==> src/rtl/perceptron_sequencer_if.sv <==
// Bus between the perceptron sequencer, its image ROM, the weight source and the display side.
// The slave modport is the sequencer's view; the master modport is its environment's view.
interface perceptron_sequencer_if #(
   parameter int NUM_MULTS = 16,
   parameter int ACC_W     = 22
);
   logic                        start;
   logic [7:0]                  image_address;
   logic [8*NUM_MULTS-1:0]      weights_flat;
   logic [7:0]                  rom_addr;
   logic [8*NUM_MULTS-1:0]      rom_data;
   logic                        busy;
   logic                        done;
   logic signed [ACC_W-1:0]     dot_sum;
   logic                        prediction;

   modport slave (
      input  start, image_address, weights_flat, rom_data,
      output rom_addr, busy, done, dot_sum, prediction
   );

   modport master (
      output start, image_address, weights_flat, rom_data,
      input  rom_addr, busy, done, dot_sum, prediction
   );
endinterface

==> src/rtl/perceptron_sequencer.sv <==
// Sequenced perceptron: fetches one ROM row and folds all pixel*weight products through one
// shared 8x8 multiplier, then adds the bias and thresholds the signed sum.
module perceptron_sequencer #(
   parameter int                      NUM_MULTS  = 16,
   parameter int                      ACC_W      = 22,
   parameter logic signed [ACC_W-1:0] BIAS       = 22'sd2048,
   parameter bit                      AUTO_START = 1'b0
) (
   input logic                   clk_12MHz,
   input logic                   rst_n,
   perceptron_sequencer_if.slave bus
);

   localparam int ROW_W = 8 * NUM_MULTS;
   localparam int IDX_W = $clog2(NUM_MULTS);
   localparam logic [IDX_W-1:0] LAST_IDX = IDX_W'(NUM_MULTS - 1);

   typedef enum logic [2:0] {
      S_IDLE,
      S_ADDR,
      S_LOAD,
      S_MAC,
      S_BIAS,
      S_DONE
   } state_t;

   state_t                  state_q, state_d;
   logic [7:0]              rom_addr_q, rom_addr_d;
   logic [ROW_W-1:0]        pix_q, pix_d;
   logic [ROW_W-1:0]        wgt_q, wgt_d;
   logic signed [ACC_W-1:0] acc_q, acc_d;
   logic [IDX_W-1:0]        idx_q, idx_d;
   logic signed [ACC_W-1:0] dot_sum_q, dot_sum_d;
   logic                    prediction_q, prediction_d;

   logic                    start_ok;
   logic signed [16:0]      product;
   logic signed [ACC_W-1:0] biased;

   always_comb begin
      state_d      = state_q;
      rom_addr_d   = rom_addr_q;
      pix_d        = pix_q;
      wgt_d        = wgt_q;
      acc_d        = acc_q;
      idx_d        = idx_q;
      dot_sum_d    = dot_sum_q;
      prediction_d = prediction_q;

      start_ok = bus.start || (AUTO_START && (bus.image_address != rom_addr_q));
      // Pixel is unsigned, so widen with a zero before the signed multiply.
      product  = $signed({1'b0, pix_q[7:0]}) * $signed(wgt_q[7:0]);
      biased   = acc_q + BIAS;

      case (state_q)
         S_IDLE, S_DONE: begin
            state_d = S_IDLE;
            if (start_ok) begin
               rom_addr_d = bus.image_address;
               state_d    = S_ADDR;
            end
         end
         S_ADDR: state_d = S_LOAD;
         S_LOAD: begin
            pix_d   = bus.rom_data;
            wgt_d   = bus.weights_flat;
            acc_d   = '0;
            idx_d   = '0;
            state_d = S_MAC;
         end
         S_MAC: begin
            acc_d = acc_q + {{(ACC_W-17){product[16]}}, product};
            pix_d = pix_q >> 8;
            wgt_d = wgt_q >> 8;
            idx_d = idx_q + 1'b1;
            if (idx_q == LAST_IDX) begin
               state_d = S_BIAS;
            end
         end
         S_BIAS: begin
            acc_d        = biased;
            dot_sum_d    = biased;
            prediction_d = !biased[ACC_W-1] && (biased != '0);
            state_d      = S_DONE;
         end
         default: state_d = S_IDLE;
      endcase
   end

   always_ff @(posedge clk_12MHz) begin
      if (!rst_n) begin
         state_q      <= S_IDLE;
         rom_addr_q   <= '0;
         pix_q        <= '0;
         wgt_q        <= '0;
         acc_q        <= '0;
         idx_q        <= '0;
         dot_sum_q    <= '0;
         prediction_q <= 1'b0;
      end else begin
         state_q      <= state_d;
         rom_addr_q   <= rom_addr_d;
         pix_q        <= pix_d;
         wgt_q        <= wgt_d;
         acc_q        <= acc_d;
         idx_q        <= idx_d;
         dot_sum_q    <= dot_sum_d;
         prediction_q <= prediction_d;
      end
   end

   assign bus.rom_addr   = rom_addr_q;
   assign bus.busy       = (state_q == S_ADDR) || (state_q == S_LOAD) ||
                           (state_q == S_MAC)  || (state_q == S_BIAS);
   assign bus.done       = (state_q == S_DONE);
   assign bus.dot_sum    = dot_sum_q;
   assign bus.prediction = prediction_q;

endmodule

==> src/flat_wrapper.sv <==
// flat-port wrapper written by rule: the top's interface ports become plain ports
module perceptron_sequencer_flat 
#(
   parameter int                      NUM_MULTS  = 16,
   parameter int                      ACC_W      = 22,
   parameter logic signed [ACC_W-1:0] BIAS       = 22'sd2048,
   parameter bit                      AUTO_START = 1'b0
)
  (clk_12MHz, rst_n, bus_start, bus_image_address, bus_weights_flat, bus_rom_data, bus_rom_addr, bus_busy, bus_done, bus_dot_sum, bus_prediction);
  perceptron_sequencer_if #(.NUM_MULTS(NUM_MULTS), .ACC_W(ACC_W)) bus_i ();
  input logic clk_12MHz;
  input logic rst_n;
  input wire logic [$bits(bus_i.start)-1:0] bus_start;
  input wire logic [$bits(bus_i.image_address)-1:0] bus_image_address;
  input wire logic [$bits(bus_i.weights_flat)-1:0] bus_weights_flat;
  input wire logic [$bits(bus_i.rom_data)-1:0] bus_rom_data;
  output wire logic [$bits(bus_i.rom_addr)-1:0] bus_rom_addr;
  output wire logic [$bits(bus_i.busy)-1:0] bus_busy;
  output wire logic [$bits(bus_i.done)-1:0] bus_done;
  output wire logic [$bits(bus_i.dot_sum)-1:0] bus_dot_sum;
  output wire logic [$bits(bus_i.prediction)-1:0] bus_prediction;
  assign bus_i.start = bus_start;
  assign bus_i.image_address = bus_image_address;
  assign bus_i.weights_flat = bus_weights_flat;
  assign bus_i.rom_data = bus_rom_data;
  assign bus_rom_addr = bus_i.rom_addr;
  assign bus_busy = bus_i.busy;
  assign bus_done = bus_i.done;
  assign bus_dot_sum = bus_i.dot_sum;
  assign bus_prediction = bus_i.prediction;
  perceptron_sequencer #(.NUM_MULTS(NUM_MULTS), .ACC_W(ACC_W), .BIAS(BIAS), .AUTO_START(AUTO_START)) u_core (.clk_12MHz(clk_12MHz), .rst_n(rst_n), .bus(bus_i));
endmodule
==> config.mk <==
export PLATFORM = sky130hd
export DESIGN_NAME = perceptron_sequencer_flat
export DESIGN_NICKNAME = d
export VERILOG_FILES = /design/src/rtl/perceptron_sequencer_if.sv /design/src/rtl/perceptron_sequencer.sv /design/src/flat_wrapper.sv
export SDC_FILE = /design/constraint.sdc
export NUM_CORES = 1
export LEC_CHECK = 0
export CAP_MARGIN = 5
export CORE_ASPECT_RATIO = 0.5
export CORE_UTILIZATION = 50
export CTS_BUF_LIST = sky130_fd_sc_hd__clkbuf_8 sky130_fd_sc_hd__clkbuf_16
export CTS_CLUSTER_DIAMETER = 40
export DETAILED_ROUTE_END_ITERATION = 10
export PLACE_DENSITY = 0.88
export SKIP_CTS_REPAIR_TIMING = 1
export SYNTH_ARGS = -nofsm -noshare
export SYNTH_HDL_FRONTEND = slang
export SYNTH_SLANG_ARGS = --single-unit
==> constraint.sdc <==
create_clock -name clk_12MHz -period 15.3 [get_ports clk_12MHz]
set_input_delay 3.825 -clock clk_12MHz [delete_from_list [all_inputs] [get_ports clk_12MHz]]
set_output_delay 3.825 -clock clk_12MHz [all_outputs]
set_load 0.01 [all_outputs]
======== After elaboration in Yosys (flattened, before gate mapping) ========
Cells that the tools add are included.
W data, S select, Z words.
storage, ports and cells
  input port bits ......................... 267
  logic and storage cells ................. 37
  flip-flop bits (word level) ............. 316
cells by class
  add/sub/neg operators ................... 3
  reduce and logical (&&, ||, !) cells .... 11
  mux-type cells .......................... 7
  multipliers ............................. 1
  equal/unequal tests ..................... 7
operator list
  cell                      number
  $pmux W128 S2             2
  $pmux W22 S3              1
  $add A22 B13 Y22 const B  1
  $add A22 B22 Y22          1
  $reduce_bool A22 Y1       1
  $mul A9 B8 Y17            1
  $pmux W3 S5               1
  $pmux W4 S2               1
  $eq A3 B2 Y1 const B      2
  $eq A3 B3 Y1 const B      2
  $add A4 B1 Y4 const B     1
  $eq A4 B4 Y1 const B      1
  $eq A3 B1 Y1 const B      1
  $logic_not A3 Y1          1
  $logic_or A1 B1 Y1        3
  $mux W3                   1
  $reduce_bool A3 Y1        1
  $ne A2 B1 Y1 const B      1
  $reduce_and A2 Y1         1
  $reduce_bool A2 Y1        1
  $reduce_or A2 Y1          1
  $logic_and A1 B1 Y1       1
  $logic_not A1 Y1          1
  $mux W1                   1

======== Depth between registers and ports, before layout ========
  depth in word-level cells ............... 4
  gate-level depth with buffers ........... 27
  gate-level depth less buffers ........... 27

======== Least setup slack after synthesis ========
OpenSTA, ideal clock, no wires.
  path kind ............................... register to register
  from .................................... register u_core.pix_q[0]
  to ...................................... register u_core.acc_q[20]
  library setup time ...................... 131 ps
  cell stages (with the launch flop) ...... 25
  path buffers ............................ 0
  slack ................................... 9,374 ps
  required time ........................... 15,169 ps
  arrival ................................. 5,795 ps
  period minus slack after synthesis ...... 5,926 ps
  cell sequence ........................... dfxtp_1 nand2b_1 fa_1 fa_1 inv_1 fa_1 inv_1 fa_1 inv_1 ha_1 nor2b_1 o21a_1 a21bo_2 a41oi_1 nor2b_1 xnor2_1 ha_1 a21o_1 a21o_1 a2111oi_0 a21oi_1 a21o_1 o21ai_1 mux2i_1 o311ai_1
between the ends
  word-level cells in the longest chain between the ends .. 3
ends and longest elaborated chain
  item                      line                         text
  start: declaration        perceptron_sequencer.sv:29   logic [ROW_W-1:0] pix_q, pix_d;
  start signal: assignment  perceptron_sequencer.sv:103  pix_q <= pix_d;
  $mul A9 B8 Y17            perceptron_sequencer.sv:52   product = $signed({1'b0, pix_q[7:0]}) * $signed(wgt_q[7:0]);
  $add A22 B22 Y22          perceptron_sequencer.sv:72   acc_d = acc_q + {{(ACC_W-17){product[16]}}, product};
  $pmux W22 S3              perceptron_sequencer.sv:55   case (state_q)
  end signal: assignment    perceptron_sequencer.sv:96   acc_q <= '0;
  end signal: assignment    perceptron_sequencer.sv:105  acc_q <= acc_d;
  end: declaration          perceptron_sequencer.sv:31   logic signed [ACC_W-1:0] acc_q, acc_d;
Every way passes these cells.
A chain may end at the register's enable or synchronous reset.

======== Worst setup path after layout ========
  from .................................... register u_core.wgt_q[5]
  to ...................................... register u_core.acc_q[20]
between the ends
  word-level cells in the longest chain between the ends .. 3
ends and longest elaborated chain
  item                      line                         text
  start: declaration        perceptron_sequencer.sv:30   logic [ROW_W-1:0] wgt_q, wgt_d;
  start signal: assignment  perceptron_sequencer.sv:104  wgt_q <= wgt_d;
  $mul A9 B8 Y17            perceptron_sequencer.sv:52
  $add A22 B22 Y22          perceptron_sequencer.sv:72
  $pmux W22 S3              perceptron_sequencer.sv:55
Every way passes these cells.

==> reports/results.txt <==
Outcome -> completed
Core ar. -> 32,200 µm²
Met2 usage -> 43.7%
R2r endpoint -> u_core.acc_q[20]
EDFF count, synth -> 0
Count leader, synth -> dfxtp_1
Initial antenna violation count -> 10
Synth Warn # -> 0
CP startpoint -> u_core.wgt_q[5]
Post-Layout Cell Count -> 2,510
Vias/cell -> 5.51
First-pass GRT wire length -> 69,100 µm
Layout cells sized above 1 -> 3.78%
Static leakage -> 7.99 nW
Fillers -> 2,520
Syn avg cell area -> 9.09 µm²
Crit path max fanout -> 9
Worst Tran Pin Value -> 1150 ps
Final Critical Period -> 6310 ps
Peak supply drop -> 0.0815 mV
Asr flop ratio synth -> 0%
Clock Path Buffers -> 3
Clk sinks -> 316
Clk Latency, worst-skew pair -> 580 ps
Post-route ant nets -> 0
Hpwl dp -> 31,500 µm
Internal power -> 0.00151 W
Fin util -> 64.7%
Met3 usage -> 3.40%
Worst R2R Start -> u_core.wgt_q[5]
RSZ-0062 raised after global routing -> no
Routed WL -> 44,300 µm
Area grow syn2layout -> 25.1%
Final-report max-slew violation count -> 0
Post-synth cell types -> 52
Port Buf Inserts -> 299
Hold/Removal Path Class -> flop to flop
Max-cap violation count -> 0
Final Net Count -> 2,413
Seq pwr share -> 44.4%
Combinational fraction of design power -> 18.8%
Synthesized flop and latch total -> 316
Top_reg_cell synth -> dfxtp_1
Max frequency -> 159 MHz
GR Overflow Total -> 0
Final Skew -> 13.5 ps
List of most frequent post-synthesis cells -> dfxtp_1 (316), nor2_1 (305), mux2i_1 (249), a211oi_1 (247), clkbuf_1 (105)
Pwr/cell area -> 101 nW/µm²
Worst setup EP type -> flop
Clock share of power -> 36.8%
Die ar. -> 34,100 µm²
Total GRT Usage -> 25.2%
Root Driver -> clkbuf_16
Final weighted congestion in routability-driven placement -> 0.887
CP Launch Type -> flop
Htree depth -> 1
Synth area leaders -> dfxtp_1 (38%), mux2i_1 (15%), a211oi_1 (11%)
Die Ht -> 131 µm
Die X -> 260 µm
Net Sw Power -> 0.000589 W
# DRC -> 0
Routed len/inst -> 17.6 µm
Final instance area -> 20,800 µm²
DR iter-0 viols -> 1,060
Tcrit/Tclk final -> 41.2%
Setup TNS -> 0 ps
Iteration count of the initial detailed-routing pass -> 5
Clk pin slew, worst setup/hold paths -> 60 ps
Vias in the first global route -> 13,200
Mapped cell area -> 16,700 µm²
Largest net degree at the start of global routing -> 274
Post-placement cell count -> 2,441
Seq/Total Area, Yosys -> 38.0%
Fin. Hold Viols -> 0
Max_slew headroom -> 23.3%
Gate Count Post-Synth -> 1,834
Hold slack -> 453 ps
Setup violators final -> 0
CP arrival -> 6750 ps
Syn_nets -> 2,205
Met1 usage -> 31.7%
Kind of critical path -> flop to flop
Switching part of the total power -> 28.0%
IO Count -> 300
R2R depth -> 24
Cell area after placement -> 19,800 µm²
Synth area leader -> dfxtp_1
R2R Setup Slk -> 8990 ps
Worst Path Required -> 15,740 ps
Via count -> 13,800
Share of the synthesized area in the top cell type -> 38.0%
CTS Buf Count -> 31
CTS tree -> yes
Timing endpoint of the critical path -> u_core.acc_q[20]
GRT Max-Usage Layer -> met2
Num rows -> 46
Initial Util -> 51.7%
kinds of logic after synthesis:
logic type	share of synthesized area, %
fa+ha+maj	9.52
compound gates	17.0
buf+inv	4.99
simple gates	13.5
flops	38.0
xor+xnor	2.10
mux	15.0
area by class of cell:
cell class	instances	area [µm²]	share of cell area, %
Multi-Input combinational cell	1306	9510	45.6
Sequential cell	316	6330	30.4
Timing Repair Buffer	311	3100	14.8
Clock buffer	39	886	4.25
Tap cell	432	541	2.59
Inverter	76	293	1.40
Clock inverter	18	156	0.750
Antenna cell	12	30.0	0.144
critical path: stages, from the launching register on:
cell and delay, ps:
dfxtp_1 500, nand2_1 110, fa_1 480, fa_1 540, inv_1 50, fa_1 520
inv_1 60, fa_1 530, inv_1 40, ha_1 330, nor2b_1 150, o21a_1 190
a21bo_2 220, a41oi_1 250, nor2b_1 190, xnor2_1 140, ha_1 320, a21o_1 210
a21o_1 200, a2111oi_0 400, a21oi_1 100, a21o_1 190, o21ai_1 150, mux2i_1 200
o311ai_1 110
registers in the layout, summed over array words and instances, names as in the netlist:
signal / cells
u_core.wgt_q: 128
u_core.bus.dot_sum: 22
u_core.acc_q: 22
u_core.pix_q: 128
u_core.bus.rom_addr: 8
u_core.bus.prediction: 1
u_core.idx_q: 4
u_core.state_q: 3
power by group through the flow:
stage          sequential [W]  combinational (W)  clock [W]
6_report             0.000934           0.000395   0.000773
5_1_grt              0.000941           0.000436   0.000820
4_1_cts              0.000933           0.000395   0.000783
3_5_place_dp         0.000950           0.000391          0
3_3_place_gp         0.000947           0.000380          0
2_1_floorplan        0.000933           0.000270          0
per-layer routing:
layer,up-vias,part of all wire (%)
met1,6482,43
met3,102,3.4
met5,-,0
met4,0,3.9
li1,6947,-
met2,292,50
per-stage QoR:
stage               power [W]  setup slack [ps]
floorplan             0.00120              9370
global placement      0.00133              9030
detailed placement    0.00134              8990
CTS                   0.00211              8960
global route          0.00220              8610
finish                0.00210              8990
placed cells by master, fill, tap and decap left out, drive strengths merged, types with 10 or more instances in the layout:
master | synthesis | routed
xor2 | 15 | 15
nand3 | 17 | 17
xnor2 | 25 | 25
o21ai | 22 | 22
a21oi | 67 | 67
diode | 0 | 12
dfxtp | 316 | 316
a31oi | 10 | 10
a21o | 11 | 11
clkbuf | 105 | 39
buf | 31 | 12
nand2 | 76 | 76
a211oi | 248 | 248
clkdlybuf4s50 | 0 | 299
nand3b | 19 | 19
ha | 66 | 66
fa | 38 | 38
and2 | 46 | 46
inv | 76 | 85
mux2i | 249 | 249
and3 | 14 | 14
nor2 | 305 | 305
how the worst min path moves through the flow:
stage / startpoint / endpoint / slack (ps) / cells past startpoint
3_5_place_dp: u_core.wgt_q[120] / u_core.wgt_q[120] / 440 / 2
3_3_place_gp: u_core.wgt_q[122] / u_core.wgt_q[122] / 440 / 2
2_1_floorplan: u_core.pix_q[120] / u_core.pix_q[120] / 430 / 2
4_1_cts: u_core.wgt_q[120] / u_core.wgt_q[120] / 450 / 2
6_report: u_core.wgt_q[120] / u_core.wgt_q[120] / 450 / 2
5_1_grt: u_core.wgt_q[122] / u_core.wgt_q[122] / 470 / 2
Note: power is estimated with default switching activity, not from simulation.
